==> config.mk <==
export PLATFORM = sky130hd
export DESIGN_NAME = multi_fifo_flow_flat
export DESIGN_NICKNAME = d
export VERILOG_FILES = /design/src/rtl/multi_fifo_flow_pkg.sv /design/src/rtl/multi_fifo_flow_if.sv /design/src/rtl/multi_fifo_flow_compact.sv /design/src/rtl/multi_fifo_flow.sv /design/src/flat_wrapper.sv
export SDC_FILE = /design/constraint.sdc
export NUM_CORES = 1
export LEC_CHECK = 0
export ABC_AREA = 0
export ABC_CLOCK_PERIOD_IN_PS = 16600
export CAP_MARGIN = 10
export CELL_PAD_IN_SITES_DETAIL_PLACEMENT = 1
export CELL_PAD_IN_SITES_GLOBAL_PLACEMENT = 1
export CORE_ASPECT_RATIO = 2
export CORE_MARGIN = 4
export CORE_UTILIZATION = 53
export CTS_CLUSTER_DIAMETER = 120
export DETAILED_ROUTE_END_ITERATION = 10
export HOLD_SLACK_MARGIN = 0.06
export PLACE_DENSITY_LB_ADDON = 0.12
export SLEW_MARGIN = 20
export SYNTH_ARGS = -nofsm -noshare
export SYNTH_HDL_FRONTEND = slang
export SYNTH_SLANG_ARGS = --single-unit
==> constraint.sdc <==
create_clock -name clk -period 16.6 [get_ports clk]
set_input_delay 3.32 -clock clk [delete_from_list [all_inputs] [get_ports clk]]
set_output_delay 3.32 -clock clk [all_outputs]
set_load 0.01 [all_outputs]
==> src/rtl/multi_fifo_flow_pkg.sv <==
// -----------------------------------------------------------------------------
// multi_fifo_pkg
// Shared helpers for the multi-lane FIFO and other lane-packing blocks.
//   popcount(v)            : number of set bits in a 32-bit vector
//   leading_ones(v, w)     : length of the unbroken run of ones starting at
//                            bit 0, looking at the low w bits only
//   ptr_add(ptr,inc,depth) : (ptr + inc) mod depth, valid when both
//                            ptr < depth and inc <= depth
// -----------------------------------------------------------------------------
package multi_fifo_pkg;

    function automatic int popcount(input logic [31:0] v);
        int c;
        c = 0;
        for (int i = 0; i < 32; i++) begin
            if (v[i]) c++;
        end
        return c;
    endfunction

    function automatic int leading_ones(input logic [31:0] v, input int w);
        int   c;
        logic run;
        c   = 0;
        run = 1'b1;
        for (int i = 0; i < 32; i++) begin
            if (i < w && run && v[i]) c++;
            else                      run = 1'b0;
        end
        return c;
    endfunction

    // Single conditional subtract is enough because one wrap at most can occur.
    function automatic int ptr_add(input int ptr, input int inc, input int depth);
        int sum;
        sum = ptr + inc;
        return (sum >= depth) ? (sum - depth) : sum;
    endfunction

endpackage

==> src/rtl/multi_fifo_flow_if.sv <==
// -----------------------------------------------------------------------------
// multi_fifo_flow_if
// Push and pop handshake bundle of the multi-lane FIFO.
//   in_valid  [M]    push request per lane (any sparse mask)
//   in_data   [M]xT  push payload
//   in_ready  [M]    push lane accepted (when valid)
//   out_valid [N]    thermometer, lane i holds entry head+i
//   out_data  [N]xT  entry head+i on lane i
//   out_ready [N]    consumer take per lane
// Modports: master = producer/consumer side, slave = FIFO side.
// -----------------------------------------------------------------------------
interface multi_fifo_flow_if #(
    parameter type T = logic [7:0],
    parameter int  M = 4,
    parameter int  N = 4
);
    logic [M-1:0] in_valid;
    T     [M-1:0] in_data;
    logic [M-1:0] in_ready;
    logic [N-1:0] out_valid;
    T     [N-1:0] out_data;
    logic [N-1:0] out_ready;

    modport master (
        output in_valid, in_data, out_ready,
        input  in_ready, out_valid, out_data
    );

    modport slave (
        input  in_valid, in_data, out_ready,
        output in_ready, out_valid, out_data
    );
endinterface

==> src/rtl/multi_fifo_flow_compact.sv <==
// -----------------------------------------------------------------------------
// multi_fifo_compact
// Pure combinational lane compaction: for each lane, the number of valid
// lanes below it (its slot offset when packed in ascending lane order), plus
// the total number of valid lanes.
//   i_valid [M]        sparse lane valid mask
//   o_rank  [M][RW]    valid lanes strictly below lane k
//   o_cnt   [RW]       total valid lanes
// -----------------------------------------------------------------------------
module multi_fifo_compact #(
    parameter int M  = 4,
    parameter int RW = $clog2(M + 1)
) (
    input  logic [M-1:0]         i_valid,
    output logic [M-1:0][RW-1:0] o_rank,
    output logic [RW-1:0]        o_cnt
);
    logic [RW-1:0] w_acc;

    always_comb begin
        w_acc  = '0;
        o_rank = '0;
        for (int k = 0; k < M; k++) begin
            o_rank[k] = w_acc;
            w_acc     = w_acc + RW'(i_valid[k]);
        end
        o_cnt = w_acc;
    end
endmodule

==> src/rtl/multi_fifo_flow.sv <==
// -----------------------------------------------------------------------------
// multi_fifo_flow
// Multi-lane synchronous FIFO: up to M pushes per cycle from any sparse valid
// mask (compacted in ascending lane order, partial acceptance when space is
// short) and up to N in-order pops per cycle. DEPTH may be any integer >= 2.
// Ports:
//   clk, rst        clock, synchronous active-high reset
//   flush           synchronous clear of all entries
//   bus (slave)     push/pop handshake bundle (see multi_fifo_flow_if)
//   count [CW]      occupied entries, CW = $clog2(DEPTH+1)
//   almost_full     count >= AF_LEVEL
//   almost_empty    count <= AE_LEVEL
// Optional (macro MULTI_FIFO_FLOW_STATS_EN):
//   peak_count [CW] highest count since rst/flush
//   stall_cnt [32]  saturating count of cycles where a valid push lane was
//                   not ready; cleared by rst only
// -----------------------------------------------------------------------------
module multi_fifo_flow
    import multi_fifo_pkg::*;
#(
    parameter type T        = logic [7:0],
    parameter int  M        = 4,
    parameter int  N        = 4,
    parameter int  DEPTH    = 16,
    parameter int  AF_LEVEL = DEPTH - M,
    parameter int  AE_LEVEL = N - 1,
    localparam int CW       = $clog2(DEPTH + 1)
) (
    input  logic            clk,
    input  logic            rst,
    input  logic            flush,
    multi_fifo_flow_if.slave bus,
    output logic [CW-1:0]   count,
    output logic            almost_full,
    output logic            almost_empty
`ifdef MULTI_FIFO_FLOW_STATS_EN
    ,
    output logic [CW-1:0]   peak_count,
    output logic [31:0]     stall_cnt
`endif
);
    localparam int PW = $clog2(DEPTH);
    localparam int RW = $clog2(M + 1);

    T              r_mem [DEPTH];
    logic [CW-1:0] r_count;
    logic [PW-1:0] r_rd_ptr;
    logic [PW-1:0] r_wr_ptr;

    logic [M-1:0][RW-1:0] w_rank;
    logic [RW-1:0]        w_req_cnt;
    logic [M-1:0]         w_in_ready;
    logic [M-1:0]         w_accept;
    logic [N-1:0]         w_out_valid;
    logic                 w_block;
    int                   w_free;
    int                   w_push_cnt;
    int                   w_pop_cnt;
    logic [CW-1:0]        w_count_nxt;

    multi_fifo_compact #(.M(M), .RW(RW)) u_compact (
        .i_valid (bus.in_valid),
        .o_rank  (w_rank),
        .o_cnt   (w_req_cnt)
    );

    // Space is judged from the registered count only, so a pop in this
    // cycle never makes room for a push in the same cycle.
    assign w_block = rst | flush;
    assign w_free  = DEPTH - int'(r_count);

    always_comb begin
        w_in_ready = '0;
        for (int k = 0; k < M; k++) begin
            w_in_ready[k] = (int'(w_rank[k]) < w_free) && !w_block;
        end
    end

    assign w_accept     = bus.in_valid & w_in_ready;
    assign bus.in_ready = w_in_ready;

    // Accepted lanes are exactly the lowest-ranked ones, so the accepted
    // count is the requested count clipped to the free space.
    always_comb begin
        w_push_cnt = 0;
        if (!w_block) begin
            w_push_cnt = (int'(w_req_cnt) < w_free) ? int'(w_req_cnt) : w_free;
        end
    end

    always_comb begin
        w_out_valid  = '0;
        bus.out_data = '0;
        for (int i = 0; i < N; i++) begin
            w_out_valid[i]  = (i < int'(r_count));
            bus.out_data[i] = r_mem[PW'(ptr_add(int'(r_rd_ptr), i, DEPTH))];
        end
    end

    assign bus.out_valid = w_out_valid;

    // A gap in out_ready ends the pop; later ready lanes are ignored.
    assign w_pop_cnt = w_block ? 0 : leading_ones(32'(w_out_valid & bus.out_ready), N);

    assign w_count_nxt = CW'(int'(r_count) + w_push_cnt - w_pop_cnt);

    always_ff @(posedge clk) begin
        if (rst || flush) begin
            r_count  <= '0;
            r_rd_ptr <= '0;
            r_wr_ptr <= '0;
        end else begin
            r_count  <= w_count_nxt;
            r_wr_ptr <= PW'(ptr_add(int'(r_wr_ptr), w_push_cnt, DEPTH));
            r_rd_ptr <= PW'(ptr_add(int'(r_rd_ptr), w_pop_cnt, DEPTH));
        end
    end

    // Storage is never reset; w_accept already excludes rst and flush cycles.
    always_ff @(posedge clk) begin
        for (int k = 0; k < M; k++) begin
            if (w_accept[k]) begin
                r_mem[PW'(ptr_add(int'(r_wr_ptr), int'(w_rank[k]), DEPTH))] <= bus.in_data[k];
            end
        end
    end

    assign count        = r_count;
    assign almost_full  = (int'(r_count) >= AF_LEVEL);
    assign almost_empty = (int'(r_count) <= AE_LEVEL);

`ifdef MULTI_FIFO_FLOW_STATS_EN
    logic [CW-1:0] r_peak;
    logic [31:0]   r_stall;

    always_ff @(posedge clk) begin
        if (rst || flush) begin
            r_peak <= '0;
        end else if (w_count_nxt > r_peak) begin
            r_peak <= w_count_nxt;
        end
    end

    always_ff @(posedge clk) begin
        if (rst) begin
            r_stall <= '0;
        end else if (|(bus.in_valid & ~w_in_ready) && (r_stall != '1)) begin
            r_stall <= r_stall + 32'd1;
        end
    end

    assign peak_count = r_peak;
    assign stall_cnt  = r_stall;
`endif
endmodule

==> src/flat_wrapper.sv <==
// flat-port wrapper written by rule: the top's interface ports become plain ports
module multi_fifo_flow_flat import multi_fifo_pkg::*;
#(
    parameter type T        = logic [7:0],
    parameter int  M        = 4,
    parameter int  N        = 4,
    parameter int  DEPTH    = 16,
    parameter int  AF_LEVEL = DEPTH - M,
    parameter int  AE_LEVEL = N - 1,
    localparam int CW       = $clog2(DEPTH + 1)
)
  (clk, rst, flush, count, almost_full, almost_empty, bus_in_valid, bus_in_data, bus_out_ready, bus_in_ready, bus_out_valid, bus_out_data);
  multi_fifo_flow_if #(.T(T), .M(M), .N(N)) bus_i ();
  input  logic clk;
  input  logic rst;
  input  logic flush;
  output logic [CW-1:0] count;
  output logic almost_full;
  output logic almost_empty;
  input wire logic [$bits(bus_i.in_valid)-1:0] bus_in_valid;
  input wire logic [$bits(bus_i.in_data)-1:0] bus_in_data;
  input wire logic [$bits(bus_i.out_ready)-1:0] bus_out_ready;
  output wire logic [$bits(bus_i.in_ready)-1:0] bus_in_ready;
  output wire logic [$bits(bus_i.out_valid)-1:0] bus_out_valid;
  output wire logic [$bits(bus_i.out_data)-1:0] bus_out_data;
  assign bus_i.in_valid = bus_in_valid;
  assign bus_i.in_data = bus_in_data;
  assign bus_i.out_ready = bus_out_ready;
  assign bus_in_ready = bus_i.in_ready;
  assign bus_out_valid = bus_i.out_valid;
  assign bus_out_data = bus_i.out_data;
  multi_fifo_flow #(.T(T), .M(M), .N(N), .DEPTH(DEPTH), .AF_LEVEL(AF_LEVEL), .AE_LEVEL(AE_LEVEL)) u_core (.clk(clk), .rst(rst), .flush(flush), .bus(bus_i), .count(count), .almost_full(almost_full), .almost_empty(almost_empty));
endmodule
# Yosys cells after proc, flatten, opt, wreduce, memory -nomap -nowiden
# Memories as Yosys holds them, arrays and structs flattened.
# Index checks and enable logic that the tools add are counted.
# op_classes
addsub	27
order_cmp	21
n_mux	28
bitwise	3
reduce_logical	9
# ops
cell	count
$mux 32	6
$add 32x2->32 const B	2
$add 5x32->32	2
$ge 32x6->1 const B	2
$lt 4x32->1	2
$mux 4	10
$sub 4x1->4 const B	10
$lt 1x32->1 const A	1
$lt 2x32->1	1
$lt 3x32->1	1
$ge 5x5->1 const B	6
$mux 1	12
$add 4x2->5 const B	2
$ge 4x5->1 const B	2
$lt 1x5->1 const A	2
$lt 2x5->1 const A	2
$and 4x4->4	2
$logic_and 1x1->1	7
$sub 5x5->6 const A	1
$add 4x1->5	1
$add 4x1->5 const B	1
$add 4x2->5	1
$add 4x3->5	1
$add 5x5->5	1
other kinds (10)	10
# totals
ff_bits	13
mem_bits_rw	128
in_bits	43
output_inout_bits	47
word_cells	92
n_memories	1
# memory_table
name	depth	word_bits	read_ports	rd_clocked_by_memory_dff	write_ports	line	rtl
u_core.r_mem	16	8	4	0	4	multi_fifo_flow.sv:45	T r_mem [DEPTH];

# Longest topological paths before layout
# logic_depth
ltp_word	13
depth_mapped	19
mapped_depth_nobuf	19

# Modules after synthesis
# From an unflattened synthesis, not the netlist that was laid out.
# unflattened
hier_cells	1411
area_unflattened_um2	14835.5
# by_module_without_submodules
module	n_inst	cells_each	area_per_inst_um2	seq_area_each_um2
multi_fifo_flow	1	1387	14651.6	4103.9
multi_fifo_compact	1	24	183.9	0.0

# Worst setup path after synthesis
# OpenSTA, ideal clock, no wires.
# synth_timing
path_kind	input to output
startpoint	input bus_in_valid[0]
endpoint	output bus_in_ready[3]
arrival_time_ns	4.907
required_time_ns	13.280
setup_slack_ns	8.373
path_stages	8
n_path_buf	0
cell_sequence	ha_1 > ha_1 > ha_1 > ha_1 > o21ai_0 > o21ba_2 > nor2_1 > nor2_1
# synth_between
elab_chain_len	4
# synth_lines
element	line	rtl
start: declaration	flat_wrapper.sv:20	input wire logic [$bits(bus_i.in_valid)-1:0] bus_in_valid;
$add 1x1->2	multi_fifo_flow_compact.sv:25	w_acc = w_acc + RW'(i_valid[k]);
$add 2x1->3	multi_fifo_flow_compact.sv:25	
$lt 4x32->1	multi_fifo_flow.sv:75	w_in_ready[k] = (int'(w_rank[k]) < w_free) && !w_block;
$logic_and 1x1->1	multi_fifo_flow.sv:75	
end: declaration	flat_wrapper.sv:23	output wire logic [$bits(bus_i.in_ready)-1:0] bus_in_ready;
# No other way between the ends.

# Worst setup path after layout
# Same ends and word-level chain as after synthesis.

==> impl_results.md <==
* Status: completed
* CTS Root Cell: clkbuf_16
* Worst setup path startpoint: bus_in_valid[0]
* Worst Path Max Fanout at 5
* End of the critical path: bus_in_ready[3]
* Max_slew headroom at 0.197
* Setup CP Type: in2out
* Leak pwr at 5.73 nW
* Num rows at 90
* H-tree lvl count at 4
* Post-synthesis cell count at 1626
* Final setup TNS at 0 ps
* Worst-path clk slew at ~80 ps
* Fraction of layout cells with a size suffix above 1 at 0.203
* Worst Path Arrival at 6370 ps
* Final core occ at 0.594
* Cts repair resizes at 0
* Fillers at about 3300
* Netlist cell types at 97
* Worst-Margin Slew at 1200 ps
* Dpl hpwl at 65.2 mm
* DIE AREA at 33400 sq um
* Syn Nets at between 1500 and 2000
* Routability cong. at roughly 1.1
* CP dominant cell by count: ha_1
* Post-synthesis register bit count at 141
* Fin worst setup slack at 6910 ps
* Routed wire per std cell at roughly 45 microns
* CP bufs+invs at 2
* Register-to-register path setup slack at 11140 ps
* Max Cap Viol at 0
* PwrDens at 87.4 nW/um^2
* TritonRoute pass-1 iters at 9
* Achievable Freq at 103 MHz
* Core area at between 30000 and 40000 sq um
* Pre-CTS setup slack at 6970 ps
* CP peak stage delay at 580 ps
* IO Count at 90
* Hold_buf cts at 0
* Post-layout instance area at between 15000 and 20000 sq um
* Total gr overflow at 0
* Nets at around 1700
* Reg2reg end: u_core.count[4]$_SDFF_PP0_
* EDFF count, synth at between 100 and 150
* Synth Flop Type: edfxtp_1
* CTS Buf Count at 17
* Mapped Area at 16100 sq um
* Chip Height at 255 microns
* Antenna-violating nets left at 0
* Port Buf Inserts at 89
* Clk_lat worst skew at about 470 ps
* Most common cell after layout, fill and taps aside: mux4_2
* Total Wirelength at 90.0 mm
* Largest delay share family, worst path: adder cells
* Sequential area share after synthesis at 0.255
* Initial antenna violation count at 5
* Largest net degree at the start of global routing at 65
* Setup crit end kind: output pin
* Synth-to-layout area growth at 10.8%
* Final Hold Fails at 0
* Vias in the first global route at 17300
* Gr usage total at 0.531
* Slew Viols, Final at 0
* R2R depth at 16
* Ys async rst share at 0
* Via count at 17700
* First-pass GRT wire length at roughly 130 mm
* Synthesized area per cell at 9.91 sq um
* Startpoint Class: input pin
* CP max stage cell: clkdlybuf4s50_1
* Deepest clock path buffer count at 2
* Levels on crit path at 10
* Worst vdd ir at ~0.12 mV
* Post-layout min period at just under 10000 ps
* # DRC at 0
* Crit-path cells: clkdlybuf4s50_1, ha_1, ha_1, ha_1, ha_1, o21ai_0, o21ba_2, nor2_1, nor2_1, clkdlybuf4s50_1
* Worst hold path type: reg2reg
* Final setup vio count at 0
* Finished Layout Cells at 2006
* Period utilization at 0.584
* Synth warn at 0
* Avg Vias per Cell at 8.81
* Sink Count at 141
* Starting density of the core at 0.536
* RR Startpoint: u_core.count[0]$_SDFF_PP0_
* Post-DP Area at 17200 sq um
* CTS tree: done
* Worst endpoint required time at ~13000 ps
* Drt initial violations at 3027
* Placed Cells at 1969
* RSZ-0062 raised after global routing: no
* # Post-CTS Setup Buffers at 0
* Most frequent cells in the layout: mux4_2, a21oi_1, edfxtp_1
* Post-route clock skew at 26.6 ps
* Die X at roughly 130 microns
==> synthesized netlist by cell type (5+ instances only) <==
cell type	n	area, sq um
a211oi_1	12	90.1
a21boi_0	14	105
a21boi_1	5	37.5
a21o_1	13	97.6
a21oi_1	136	681
a221oi_1	59	517
a22oi_1	105	788
a2bb2oi_1	7	61.3
a32oi_1	11	96.3
and2_1	14	87.6
and3_1	32	200
buf_1	20	75.1
buf_2	35	175
buf_4	8	60.1
buf_6	8	90.1
clkbuf_1	101	379
dfxtp_1	13	260
edfxtp_1	128	3840
fa_1	10	200
ha_1	34	425
inv_1	48	180
mux2i_1	19	190
mux4_2	160	3600
nand2_1	118	443
nand2b_1	8	50.1
nand3_1	70	350
nand4_1	17	106
nor2_1	53	199
nor3_1	54	270
nor3_2	11	110
nor3_4	8	130
nor3b_1	7	52.6
o2111ai_1	5	43.8
o211a_1	9	90.1
o211ai_1	9	67.6
o21a_1	8	60.1
o21ai_0	103	515
o21ai_1	5	25.0
o311a_1	12	120
or3_1	8	50.1
or4_1	7	52.6
xnor2_1	9	78.8
xor2_1	10	87.6
==> power breakdown <==
part | internal (W) | total (W) | switching [W] | leakage [nW]
sequential | 0.000408 | 0.000446 | 0.0000373 | 1.25
combinational | 0.000253 | 0.000717 | 0.000464 | 4.20
clock | 0.000212 | 0.000398 | 0.000187 | 0.282
==> logic make-up after synthesis <==
kind of cell / synth area share
buffers and inverters: 0.0599
xor gates and xnor gates: 0.0103
AOI/OAI and AO/OA: 0.242
and+or+nand+nor: 0.156
DFF: 0.255
adders and majority gates: 0.0388
other: 0.000233
muxes: 0.238
==> worst min path at each step <==
stage,end,startpoint,cells after the start
4_1_cts,u_core.r_wr_ptr[0]$_SDFF_PP0_,u_core.r_wr_ptr[0]$_SDFF_PP0_,2
3_5_place_dp,u_core.r_wr_ptr[0]$_SDFF_PP0_,u_core.r_wr_ptr[0]$_SDFF_PP0_,2
3_3_place_gp,u_core.r_wr_ptr[0]$_SDFF_PP0_,u_core.r_wr_ptr[0]$_SDFF_PP0_,2
5_1_grt,u_core.r_wr_ptr[0]$_SDFF_PP0_,u_core.r_wr_ptr[0]$_SDFF_PP0_,2
6_report,u_core.r_wr_ptr[0]$_SDFF_PP0_,u_core.r_wr_ptr[0]$_SDFF_PP0_,2
2_1_floorplan,u_core.r_rd_ptr[0]$_SDFF_PP0_,u_core.r_rd_ptr[0]$_SDFF_PP0_,2
==> worst reg2reg max path: stages (launching register included) <==
cell and delay (ps):
dfxtp_1 770, inv_1 320, ha_1 350, xor2_1 550
ha_1 350, a21o_1 160, a21oi_1 370, mux2i_1 340
nand2_1 240, fa_1 540, inv_1 70, fa_1 470
a21o_1 210, a21oi_1 170, xor2_1 200, xnor2_1 150
nor2_1 60
==> metal layers <==
metal	vias to the layer above	GRT usage	wire [microns]
met5	-	0.0157	34
met4	6	0.586	13900
met3	815	0.180	11900
met2	1889	0.827	39500
met1	8374	0.525	24700
li1	6594	-	-
==> registers in the layout, summed over array words and instances, names as in the netlist <==
signal and cells:
u_core.r_rd_ptr 4, u_core.r_mem 128, u_core.count 5, u_core.r_wr_ptr 4
==> cell type report <==
cell class / instances / area (sq um) / share of cell area
sequential: 141 / 4110 / 0.230
tap: 368 / 460 / 0.0258
clock inverter: 15 / 153 / 0.00855
inverter: 48 / 180 / 0.0101
antenna: 2 / 5.00 / 0.000280
timing repair buffer: 151 / 1380 / 0.0771
clock buffer: 17 / 425 / 0.0238
multi-input combinational: 1264 / 11100 / 0.624
==> stage by stage <==
| stage | hold slack [ps] | total power, W |
|---|---|---|
| floorplan | 578 | 0.000853 |
| global placement | 798 | 0.00110 |
| detailed placement | 817 | 0.00113 |
| CTS | 837 | 0.00151 |
| global route | 895 | 0.00159 |
| finish | 862 | 0.00156 |
No activity file was read; power rests on OpenSTA's default activity.
